File: src/rtl/mod_port.sv
// AXI4-Lite slave register file: NUM_REGS x 32-bit word-addressed registers.
// Independent AW/W capture, byte strobes, OKAY/SLVERR responses, single outstanding write.
module mod_port #(
  parameter int unsigned ADDR_W   = 32,
  parameter int unsigned NUM_REGS = 16
) (
  input  logic              aclk_i,
  input  logic              areset_i,
  input  logic [ADDR_W-1:0] awaddr_i,
  input  logic [2:0]        awprot_i,
  input  logic              awvalid_i,
  output logic              awready_o,
  input  logic [31:0]       wdata_i,
  input  logic [3:0]        wstrb_i,
  input  logic              wvalid_i,
  output logic              wready_o,
  output logic [1:0]        bresp_o,
  output logic              bvalid_o,
  input  logic              bready_i,
  input  logic [ADDR_W-1:0] araddr_i,
  input  logic [2:0]        arprot_i,
  input  logic              arvalid_i,
  output logic              arready_o,
  output logic [31:0]       rdata_o,
  output logic [1:0]        rresp_o,
  output logic              rvalid_o,
  input  logic              rready_i
);

  localparam int unsigned IdxW = $clog2(NUM_REGS);

  typedef logic [IdxW-1:0] idx_t;

  function automatic logic addr_ok(input logic [ADDR_W-1:0] a);
    return (a >> (IdxW + 2)) == '0;
  endfunction

  function automatic idx_t addr_idx(input logic [ADDR_W-1:0] a);
    return a[IdxW+1:2];
  endfunction

  logic              aw_held_q, aw_held_d;
  logic [ADDR_W-1:0] awaddr_q, awaddr_d;
  logic              w_held_q, w_held_d;
  logic [31:0]       wdata_q, wdata_d;
  logic [3:0]        wstrb_q, wstrb_d;
  logic              bvalid_q, bvalid_d;
  logic [1:0]        bresp_q, bresp_d;
  logic              rvalid_q, rvalid_d;
  logic [31:0]       rdata_q, rdata_d;
  logic [1:0]        rresp_q, rresp_d;
  logic              rdy_en_q;
  logic [31:0]       regs_q [NUM_REGS];
  logic [31:0]       regs_d [NUM_REGS];

  logic aw_hs, w_hs, ar_hs;
  logic unused_prot;

  assign unused_prot = ^{awprot_i, arprot_i};

  // Readies are held low during reset and come up one edge after it is released.
  assign awready_o = rdy_en_q && !aw_held_q && !bvalid_q;
  assign wready_o  = rdy_en_q && !w_held_q && !bvalid_q;
  assign arready_o = rdy_en_q && !rvalid_q;

  assign aw_hs = awvalid_i && awready_o;
  assign w_hs  = wvalid_i && wready_o;
  assign ar_hs = arvalid_i && arready_o;

  assign bvalid_o = bvalid_q;
  assign bresp_o  = bresp_q;
  assign rvalid_o = rvalid_q;
  assign rdata_o  = rdata_q;
  assign rresp_o  = rresp_q;

  always_comb begin
    aw_held_d = aw_held_q;
    awaddr_d  = awaddr_q;
    w_held_d  = w_held_q;
    wdata_d   = wdata_q;
    wstrb_d   = wstrb_q;
    bvalid_d  = bvalid_q;
    bresp_d   = bresp_q;
    regs_d    = regs_q;

    if (aw_hs) begin
      aw_held_d = 1'b1;
      awaddr_d  = awaddr_i;
    end
    if (w_hs) begin
      w_held_d = 1'b1;
      wdata_d  = wdata_i;
      wstrb_d  = wstrb_i;
    end

    // Both halves held: commit and raise the response in the same edge.
    if (aw_held_q && w_held_q) begin
      aw_held_d = 1'b0;
      w_held_d  = 1'b0;
      bvalid_d  = 1'b1;
      if (addr_ok(awaddr_q)) begin
        bresp_d = 2'b00;
        for (int b = 0; b < 4; b++) begin
          if (wstrb_q[b]) begin
            regs_d[addr_idx(awaddr_q)][8*b +: 8] = wdata_q[8*b +: 8];
          end
        end
      end else begin
        bresp_d = 2'b10;
      end
    end else if (bvalid_q && bready_i) begin
      bvalid_d = 1'b0;
    end
  end

  always_comb begin
    rvalid_d = rvalid_q;
    rdata_d  = rdata_q;
    rresp_d  = rresp_q;
    if (rvalid_q && rready_i) begin
      rvalid_d = 1'b0;
    end
    // Reads sample regs_q, so a same-edge write is not yet visible.
    if (ar_hs) begin
      rvalid_d = 1'b1;
      if (addr_ok(araddr_i)) begin
        rdata_d = regs_q[addr_idx(araddr_i)];
        rresp_d = 2'b00;
      end else begin
        rdata_d = '0;
        rresp_d = 2'b10;
      end
    end
  end

  always_ff @(posedge aclk_i) begin
    if (areset_i) begin
      aw_held_q <= 1'b0;
      awaddr_q  <= '0;
      w_held_q  <= 1'b0;
      wdata_q   <= '0;
      wstrb_q   <= '0;
      bvalid_q  <= 1'b0;
      bresp_q   <= '0;
      rvalid_q  <= 1'b0;
      rdata_q   <= '0;
      rresp_q   <= '0;
      rdy_en_q  <= 1'b0;
      regs_q    <= '{default: '0};
    end else begin
      aw_held_q <= aw_held_d;
      awaddr_q  <= awaddr_d;
      w_held_q  <= w_held_d;
      wdata_q   <= wdata_d;
      wstrb_q   <= wstrb_d;
      bvalid_q  <= bvalid_d;
      bresp_q   <= bresp_d;
      rvalid_q  <= rvalid_d;
      rdata_q   <= rdata_d;
      rresp_q   <= rresp_d;
      rdy_en_q  <= 1'b1;
      regs_q    <= regs_d;
    end
  end

endmodule

File: config.mk
export PLATFORM = sky130hd
export DESIGN_NAME = mod_port
export DESIGN_NICKNAME = d
export VERILOG_FILES = /design/src/rtl/mod_port.sv
export SDC_FILE = /design/constraint.sdc
export NUM_CORES = 1
export LEC_CHECK = 0
export CELL_PAD_IN_SITES_DETAIL_PLACEMENT = 0
export CELL_PAD_IN_SITES_GLOBAL_PLACEMENT = 1
export CORE_UTILIZATION = 45
export CTS_CLUSTER_DIAMETER = 120
export DETAILED_ROUTE_END_ITERATION = 12
export DONT_BUFFER_PORTS = 1
export GPL_ROUTABILITY_DRIVEN = 0
export MAX_ROUTING_LAYER = met4
export PLACE_DENSITY = 0.75
export SYNTH_ARGS = -nofsm -noshare
export SYNTH_HDL_FRONTEND = slang
export SYNTH_SLANG_ARGS = --single-unit
File: constraint.sdc
create_clock -name aclk_i -period 1.7 [get_ports aclk_i]
set_input_delay 0.17 -clock aclk_i [delete_from_list [all_inputs] [get_ports aclk_i]]
set_output_delay 0.17 -clock aclk_i [all_outputs]
set_load 0.01 [all_outputs]
==> results.toml, run 1 <==
[timing]
fmax_ghz = 0.521
rsz0062_at_grt = "true"
fin_crit_sh_pct = 113
relSlewSlack_pct = 47.0
setup_viol = 522
slew_violations = 0
fin_ws_ps = -219
worst_pin_slew_ps = 793
skew_ps = 20.9
hold_viol_final = 0
period_needed_ps = 1920

[cells_and_area]
num-fill-cells = 5075
layout_commonest_cell = "mux2i_1"
final_cell_count_no_fill = 3747
nets = 3027
layout-drive-gt1-share_pct = 14.1
layout_common_cells = "mux2i_1 (768), nand2_1 (713), dfxtp_1 (609), a21oi_1 (103), buf_4 (93)"
n_antenna_cell = 0
syn_to_final_growth_pct = 22.2

[power]
p_comb_share_pct = 8.0
p_leak_uw = 0.0159
power_frac_clock_pct = 46.3
p_switching_uw = 7390
ir_worst_vdd_mv = 0.633
power.density_mw_per_mm2 = 955
seq_power_share_pct = 45.7
p_int_uw = 24600
swShare_pct = 23.1

[synth]
synth_compound_area_share_pct = 7.06
synth_area_per_cell_sq_um = 9.78
synth_seq_cells = 617
synth_flop_cell = "dfxtp_1"
synthCells = 2801
synth.distinct_cells = 35
muxShareOfSynthArea_pct = 28.1
synthAdderAreaFrac_pct = 0
synth_edf_count = 0
synthArstFlopShare_pct = 0
synth_top_family_by_area = "multiplexers"
ys_seq_area_share_pct = 45.1
synth-xor-area-share_pct = 0
synthesis.area_sq_mm = 0.0274
synth_warnings = 0
synth_simple_gate_area_share_pct = 16.4

[floorplanning]
num_rows = 90
core_sq_mm = 0.0602
chipWidth_microns = 249
initial_core_util_pct = 45.5
io_pins = 154
die_h_microns = 249
die-area_sq_mm = 0.0619

[grt]
groute.usage.overall_pct = 25.4
antenna_found_initial = 0
grt_start_max_net_pins = 195
grt-ovfl-total = 0
grt_pass1_vias = 21100
grt_pass1_wl_mm = 120

[clock_tree]
max-clock-path-buffers = 3
cts_tree = "done"
cts_root_buf = "clkbuf_16"
clkLatencyLatePin_ps = 610
h-tree-depth = 3
clk_pin_slew_ps = 60
clock_sinks = 617
cts_buffers = 67

[placed_design]
dp_slack_ps = -257
io_buffers = 0
dp_hpwl_mm = 49.7
dp_cells = 3522

[detailed_routing]
num_vias = 21000
remaining_drc_errors = 0
wl_met3_mm = 3.91
detail_route.first_pass.iterations = 5
wl_met1_mm = 35.7
vias_per_cell = 5.61
route.top_layer_used = "met4"
drt_iter0_markers = 1472
postRouteAntennaNets = 0
wl_met2_mm = 37.2
avgRoutedWirePerCell_microns = 21.1
totalWireLength_mm = 79.2

[critical_path]
critPathKind = "register to register"
endpoint_kind = "register"
cp_max_fo = 8
required_ps = 2140
start_kind = "register"
cp.arrival_ps = 2360

[status]
status = "finished with violations"
violations = "negative setup slack"

[hold_path]
hp-class = "input pin to register"

[job]
maxCapViolations = 0
[flip-flops by register name (all words and copies together), names as in the netlist, 4 cells and up]
signal and flops:
wstrb_q 4, regs_q 512, rdata_o 32, awaddr_q 30
wdata_q 32
[synthesized netlist by cell type, types with 13 or more instances]
master,count,area (sq um)
a21oi_1,103,515
a221oi_1,64,561
a22oi_1,64,480
buf_1,13,48.8
buf_2,33,165
buf_4,14,105
clkbuf_1,156,586
dfxtp_1,617,12400
mux2i_1,768,7690
nand2_1,714,2680
nand4_2,17,213
nand4_4,47,1000
nor2_1,77,289
o21ai_0,32,160
o22ai_1,32,200
[stage by stage]
stage               hold slack, ps  setup TNS [ps]  power [uW]  util [%]  area [sq um]
floorplan                      306          -16500       16300         -         27500
global placement               244          -84200       16800      48.9         29400
detailed placement             250          -96070       16800      48.9         29400
CTS                           3.64          -77250       31900      54.5         32900
global route                  55.0         -107090       33000      55.6         33500
finish                        45.4          -77750       32000      55.6         33500
[path summary, 6_finish.rpt]
path	slack [ps]	cells past startpoint	end	startpoint
worst max-delay path	-220	6	regs_q[296]	awaddr_q[31]
worst max register to register	-220	6	regs_q[296]	awaddr_q[31]
worst min register to register	460	2	regs_q[468]	regs_q[468]
worst min-delay path	50	4	awaddr_q[11]	awvalid_i
[layer usage]
metal	up-vias	global-route usage, %
met5	-	-
met4	0	9.44
met3	142	3.49
met2	578	40.8
met1	10200	32.5
li1	10100	-
[final cells by class]
cell class	count	area (sq um)	area share [%]
Multi-Input combinational cell	1966	14600	43.5
Sequential cell	617	12400	36.9
Clock inverter	15	175	0.523
Inverter	2	15.0	0.0448
Tap cell	782	978	2.92
Timing Repair Buffer	260	3310	9.90
Clock buffer	105	2070	6.17
[power by group through the flow]
stage          clock [uW]  combinational (uW)  sequential (uW)
2_1_floorplan           0                1380            14900
3_3_place_gp            0                1870            14900
3_5_place_dp            0                1900            14900
4_1_cts             15100                2260            14600
5_1_grt             15700                2670            14600
6_report            14800                2540            14600
[cells by family after synthesis]
logic type,Yosys count
DFF,617
AOI/OAI and AO/OA,297
other,1
buffers and inverters,219
and+or+nand+nor,899
muxes,768
[worst max-delay path, stage by stage, from the launching register on]
cell	delay, ps
dfxtp_2	330
nor4_2	280
and4_4	410
buf_12	160
buf_12	130
nand4_4	240
mux2i_1	200
[timing repair]
item,CTS,global route
hold endpoints to repair,128,0
buffers inserted,6,5
pin swaps,14,21
cloned,4,11
hold buffers,80,0
resized for setup,21,60
setup endpoints to repair,513,545
Note: power is estimated with default switching activity, not from simulation.
==> run 2: changes to the inputs <==
--- a/config.mk
+++ b/config.mk
@@ -7,6 +7,7 @@
 export LEC_CHECK = 0
 export CELL_PAD_IN_SITES_DETAIL_PLACEMENT = 0
 export CELL_PAD_IN_SITES_GLOBAL_PLACEMENT = 1
+export CORE_MARGIN = 10
 export CORE_UTILIZATION = 45
 export CTS_CLUSTER_DIAMETER = 120
 export DETAILED_ROUTE_END_ITERATION = 12
==> run 2 against run 1 <==
Compared with the run above:
- the flow still finishes with violations (negative setup slack)
- first-iteration DRC count decreased by 10%
- final cell count about the same
- sequential power about the same
- count of clock-buffer cells in the layout decreased by 5
- hold slack improved by 3.2 ps
- final area about the same
- clock power about the same
- largest power group unchanged
- utilization decreased by 0.079 points
- global-route usage decreased by 3.1 points
- critical endpoint is now regs_q[388]
- clock skew decreased by 0.79 ps
- non-clock buffer count increased by 9
- sequential share of layout area about the same
==> results.toml, run 2 (same netlist as run 1, synthesis figures left out) <==
[status]
status = "finished with violations"
violations = "negative setup slack"

[cells_and_area]
fin_area_sq_mm = 0.0335
largest_reg_flops = 512
layout_commonest_cell = "mux2i_1"
top_register = "regs_q"
layout_common_cells = "mux2i_1 (767), nand2_1 (714), dfxtp_1 (613), buf_4 (110), a21oi_1 (103)"
n_antenna_cell = 0
syn_to_final_growth_pct = 22.2
layout-drive-gt1-share_pct = 14.6
final_cell_count_no_fill = 3750
nets = 3037

[grt]
grt-ovfl-total = 0
groute.usage.overall_pct = 22.3
grt_start_max_net_pins = 195
antenna_found_initial = 0
grt_pass1_wl_mm = 122
grt_pass1_vias = 21000

[detailed_routing]
num_vias = 21000
remaining_drc_errors = 0
drt_iter0_markers = 1320
vias_per_cell = 5.60
totalWireLength_mm = 79.5
detail_route.first_pass.iterations = 7
postRouteAntennaNets = 0
avgRoutedWirePerCell_microns = 21.2

[hold_path]
hp-class = "input pin to register"
min_from = "wvalid_i"
min_to = "w_held_q"
holdPathStages = 3

[timing]
worst_pin_slew_ps = 632
fin_ws_ps = -206
fin_crit_sh_pct = 112
slew_violations = 0
holdWs_ps = 48.6
setup_viol = 521
hold_viol_final = 0
period_needed_ps = 1910
fmax_ghz = 0.525
rsz0062_at_grt = "true"
skew_ps = 20.1
relSlewSlack_pct = 57.9

[critical_path]
cp.arrival_ps = 2370
cp_cell_sequence = "nor4_4 -> and4_4 -> buf_12 -> buf_12 -> nand4_4 -> mux2i_1"
cp_max_fo = 8
start_kind = "register"
critPathKind = "register to register"
cpPeakStageDelay_ps = 390
timing.rr.end = "regs_q[388]"
endpoint_kind = "register"
rr_worst_depth = 6
r2r_slack_ps = -210
required_ps = 2160
crit-reg2reg-launch = "awaddr_q[16]"
crit_slowest_cell = "and4_4"
crit_top_cell = "buf_12"

[floorplanning]
die-area_sq_mm = 0.0712
io_pins = 154
core_sq_mm = 0.0604
die_h_microns = 267
chipWidth_microns = 267
num_rows = 90
initial_core_util_pct = 45.4

[power]
power.density_mw_per_mm2 = 960
power_uw = 32200
ir_worst_vdd_mv = 0.678
p_leak_uw = 0.0158

[clock_tree]
clk_pin_slew_ps = 60
clock_sinks = 617
cts_tree = "done"
clkLatencyLatePin_ps = 600
cts_root_buf = "clkbuf_16"
max-clock-path-buffers = 3
cts_buffers = 68
h-tree-depth = 3

[job]
maxCapViolations = 0

[placed_design]
place_area_sq_mm = 0.0296
dp_cells = 3538
io_buffers = 0
dp_slack_ps = -246
dp_hpwl_mm = 51.4
## run 2: cell count changes in the layout (fill, tap and decap cells not counted), sizes merged
cell / change
clkinvlp: +1
bufinv: +1
buf: +14
bufbuf: -1
dlygate4sd3: -3
inv: +2
clkbuf: -6
clkinv: -5
## run 2: power by group
group          internal [uW]  switching [uW]
registers              14500            60.0
clock network           9130            5840
logic                   1110            1480
total                  24800            7380
## run 2: final cells by class
cell class                 instances  area, sq um
clock inverter                    14          205
sequential                       617        12400
tap                              782          978
multi-input combinational       1966        14600
inverter                           2         15.0
clock buffer                     100         2070
fill                            5117        26900
timing repair buffer             269         3280
## run 2: stage by stage
stage               util [%]  TNS, ps
floorplan                  -   -16500
global route            55.5  -104520
global placement        49.0   -73810
finish                  55.5   -70040
CTS                     54.5   -78950
detailed placement      49.0   -86420
## run 2: how the worst max path moves through the flow
stage	startpoint	slack, ps	endpoint	depth (start not counted)
finish	awaddr_q[16]	-210	regs_q[388]	6
global route	awaddr_q[16]	-270	regs_q[388]	6
CTS	awaddr_q[16]	-210	regs_q[388]	6
detailed placement	awaddr_q[13]	-250	regs_q[388]	5
global placement	awaddr_q[13]	-200	regs_q[389]	5
floorplan	awaddr_q[24]	-90	regs_q[506]	7
## run 2: repair_timing
item,4_1_cts,5_1_grt
setup buffers,6,9
hold endpoints to repair,119,0
hold buffers,76,0
cloned,3,7
gates resized for setup,11,72
setup endpoints to repair,523,545
pin swaps,4,11
## run 2: critical path: cells and delay by family (launching register included)
kind	cells	cell delay, ps
muxes	1	210
buffers and inverters	2	290
DFF	1	330
and+or+nand+nor	3	910
## run 2: metal layers
layer  up-vias  share of wire, %  track usage, %
met4         0               2.0            6.40
met1     10300                46            29.2
li1      10100                 -               -
met2       494                47            35.7
met5         -                 0               -
met3       101               4.4            2.94
==> run 3: changes to the inputs <==
--- a/config.mk
+++ b/config.mk
@@ -5,6 +5,7 @@
 export SDC_FILE = /design/constraint.sdc
 export NUM_CORES = 1
 export LEC_CHECK = 0
+export CAP_MARGIN = 20
 export CELL_PAD_IN_SITES_DETAIL_PLACEMENT = 0
 export CELL_PAD_IN_SITES_GLOBAL_PLACEMENT = 1
 export CORE_MARGIN = 10
@@ -13,6 +14,7 @@
 export DETAILED_ROUTE_END_ITERATION = 12
 export DONT_BUFFER_PORTS = 1
 export GPL_ROUTABILITY_DRIVEN = 0
+export HOLD_SLACK_MARGIN = 0.03
 export MAX_ROUTING_LAYER = met4
 export PLACE_DENSITY = 0.75
 export SYNTH_ARGS = -nofsm -noshare
==> run 3 against run 2 <==
Compared with the run above:
- the flow still finishes with violations (negative setup slack)
- first-iteration DRC count increased by 2.6%
- routed wire length up 0.78%
- count of clock-buffer cells in the layout did not move
- fmax fell by 0.46%
- hold slack gained 10 ps
- clock skew is essentially flat
- register-to-register slack about the same
- sequential power about the same
- critical path type unchanged
- critical endpoint unchanged
- largest cell class unchanged
- highest routed layer unchanged
==> results.toml, run 3 (same netlist as run 1, synthesis figures left out) <==
[power]
p_leak_uw = 0.0159
power_uw = 32200
ir_worst_vdd_mv = 0.666
power.density_mw_per_mm2 = 959

[detailed_routing]
drt_iter0_markers = 1354
totalWireLength_mm = 80.1
detail_route.first_pass.iterations = 6
remaining_drc_errors = 0
avgRoutedWirePerCell_microns = 21.3
vias_per_cell = 5.63
postRouteAntennaNets = 0
num_vias = 21100

[floorplanning]
die-area_sq_mm = 0.0712
initial_core_util_pct = 45.4
core_sq_mm = 0.0604
chipWidth_microns = 267
die_h_microns = 267
io_pins = 154
num_rows = 90

[grt]
groute.usage.overall_pct = 22.4
grt-ovfl-total = 0
grt_start_max_net_pins = 195
grt_pass1_vias = 21000
grt_pass1_wl_mm = 122
antenna_found_initial = 0

[timing]
slew_violations = 0
holdWs_ps = 58.7
hold_viol_final = 0
relSlewSlack_pct = 58.4
fmax_ghz = 0.522
fin_ws_ps = -214
worst_pin_slew_ps = 623
rsz0062_at_grt = "true"
skew_ps = 20.5
period_needed_ps = 1910
setup_viol = 538
fin_crit_sh_pct = 113

[critical_path]
crit_slowest_cell = "and4_4"
rr_worst_depth = 6
critPathKind = "register to register"
cp_max_fo = 8
start_kind = "register"
crit_top_cell = "buf_12"
cpPeakStageDelay_ps = 400
cp.arrival_ps = 2430
required_ps = 2210
cp_cell_sequence = "nor4_2 -> and4_4 -> buf_12 -> buf_12 -> nand4_4 -> mux2i_1"
endpoint_kind = "register"

[clock_tree]
cts_root_buf = "clkbuf_16"
max-clock-path-buffers = 3
clkLatencyLatePin_ps = 600
clock_sinks = 617
h-tree-depth = 3
cts_tree = "done"
cts_buffers = 68
clk_pin_slew_ps = 60

[cells_and_area]
n_antenna_cell = 0
layout_common_cells = "mux2i_1 (767), nand2_1 (714), dfxtp_1 (612), buf_4 (111), a21oi_1 (103)"
layout-drive-gt1-share_pct = 14.6
nets = 3041
top_register = "regs_q"
layout_commonest_cell = "mux2i_1"
syn_to_final_growth_pct = 22.5
largest_reg_flops = 512

[placed_design]
dp_hpwl_mm = 51.4
io_buffers = 0

[hold_path]
holdPathStages = 3
hp-class = "input pin to register"

[status]
status = "finished with violations"
violations = "negative setup slack"

[job]
maxCapViolations = 0
-- run 3: cell count changes in the layout (fill, tap and decap cells not counted), moves of 2 or more --
cell,delta
a221oi_4,+2
dlygate4sd3_1,+2
buf_6,-2
buf_12,+4
a221oi_2,-3
-- run 3: stage by stage --
stage | worst slack [ps] | area [sq um] | cells | TNS [ps] | utilization (%)
6_report | -214 | 33600 | 3754 | -75120 | 55.6
5_1_grt | -275 | 33600 | 3754 | -106260 | 55.6
4_1_cts | -213 | 32900 | 3739 | -78950 | 54.5
3_5_place_dp | -246 | 29600 | 3538 | -86420 | 49.0
3_3_place_gp | -205 | 29600 | 3538 | -73810 | 49.0
2_1_floorplan | -87.7 | 27500 | 2802 | -16500 | -
-- run 3: per-layer routing --
| layer | GRT usage (%) | vias to the layer above | wire (microns) |
|---|---|---|---|
| met5 | - | - | 0 |
| met3 | 2.92 | 104 | 3720 |
| met4 | 6.46 | 0 | 1660 |
| met2 | 35.7 | 511 | 37900 |
| met1 | 29.3 | 10400 | 36800 |
| li1 | - | 10100 | - |
-- run 3: layout make-up --
class / instances / area [sq um]
Timing Repair Buffer: 273 / 3340
Sequential cell: 617 / 12400
Fill cell: 5115 / 26800
Clock inverter: 14 / 205
Tap cell: 782 / 978
Clock buffer: 100 / 2070
Multi-Input combinational cell: 1966 / 14600
Inverter: 2 / 15.0
-- run 3: power breakdown --
| part | internal [uW] | total [uW] | switching (uW) |
|---|---|---|---|
| registers | 14500 | 14600 | 60.4 |
| logic | 1130 | 2620 | 1490 |
| clock network | 9130 | 15000 | 5830 |
-- run 3: what timing repair did --
item                       4_1_cts  5_1_grt
hold buffers                    78        0
resized for setup               11       75
cloned                           3        7
hold endpoints to repair       125        0
setup endpoints to repair      523      545
buffers inserted                 6       11
pin swaps                        4       13
-- run 3: path summary, 6_finish.rpt --
path / slack (ps) / start / to
worst min register to register: 450 / wdata_q[28] / wdata_q[28]
worst max register to register: -210 / awaddr_q[6] / regs_q[388]
worst max-delay path: -210 / awaddr_q[6] / regs_q[388]
worst min-delay path: 60 / wvalid_i / w_held_q
-- run 3: critical path, delay by kind of cell, from the launching register on --
| family | cells | cell delay (ps) |
|---|---|---|
| AND/OR/NAND/NOR | 3 | 940 |
| flip-flops | 1 | 310 |
| buffers and inverters | 2 | 300 |
| multiplexers | 1 | 260 |
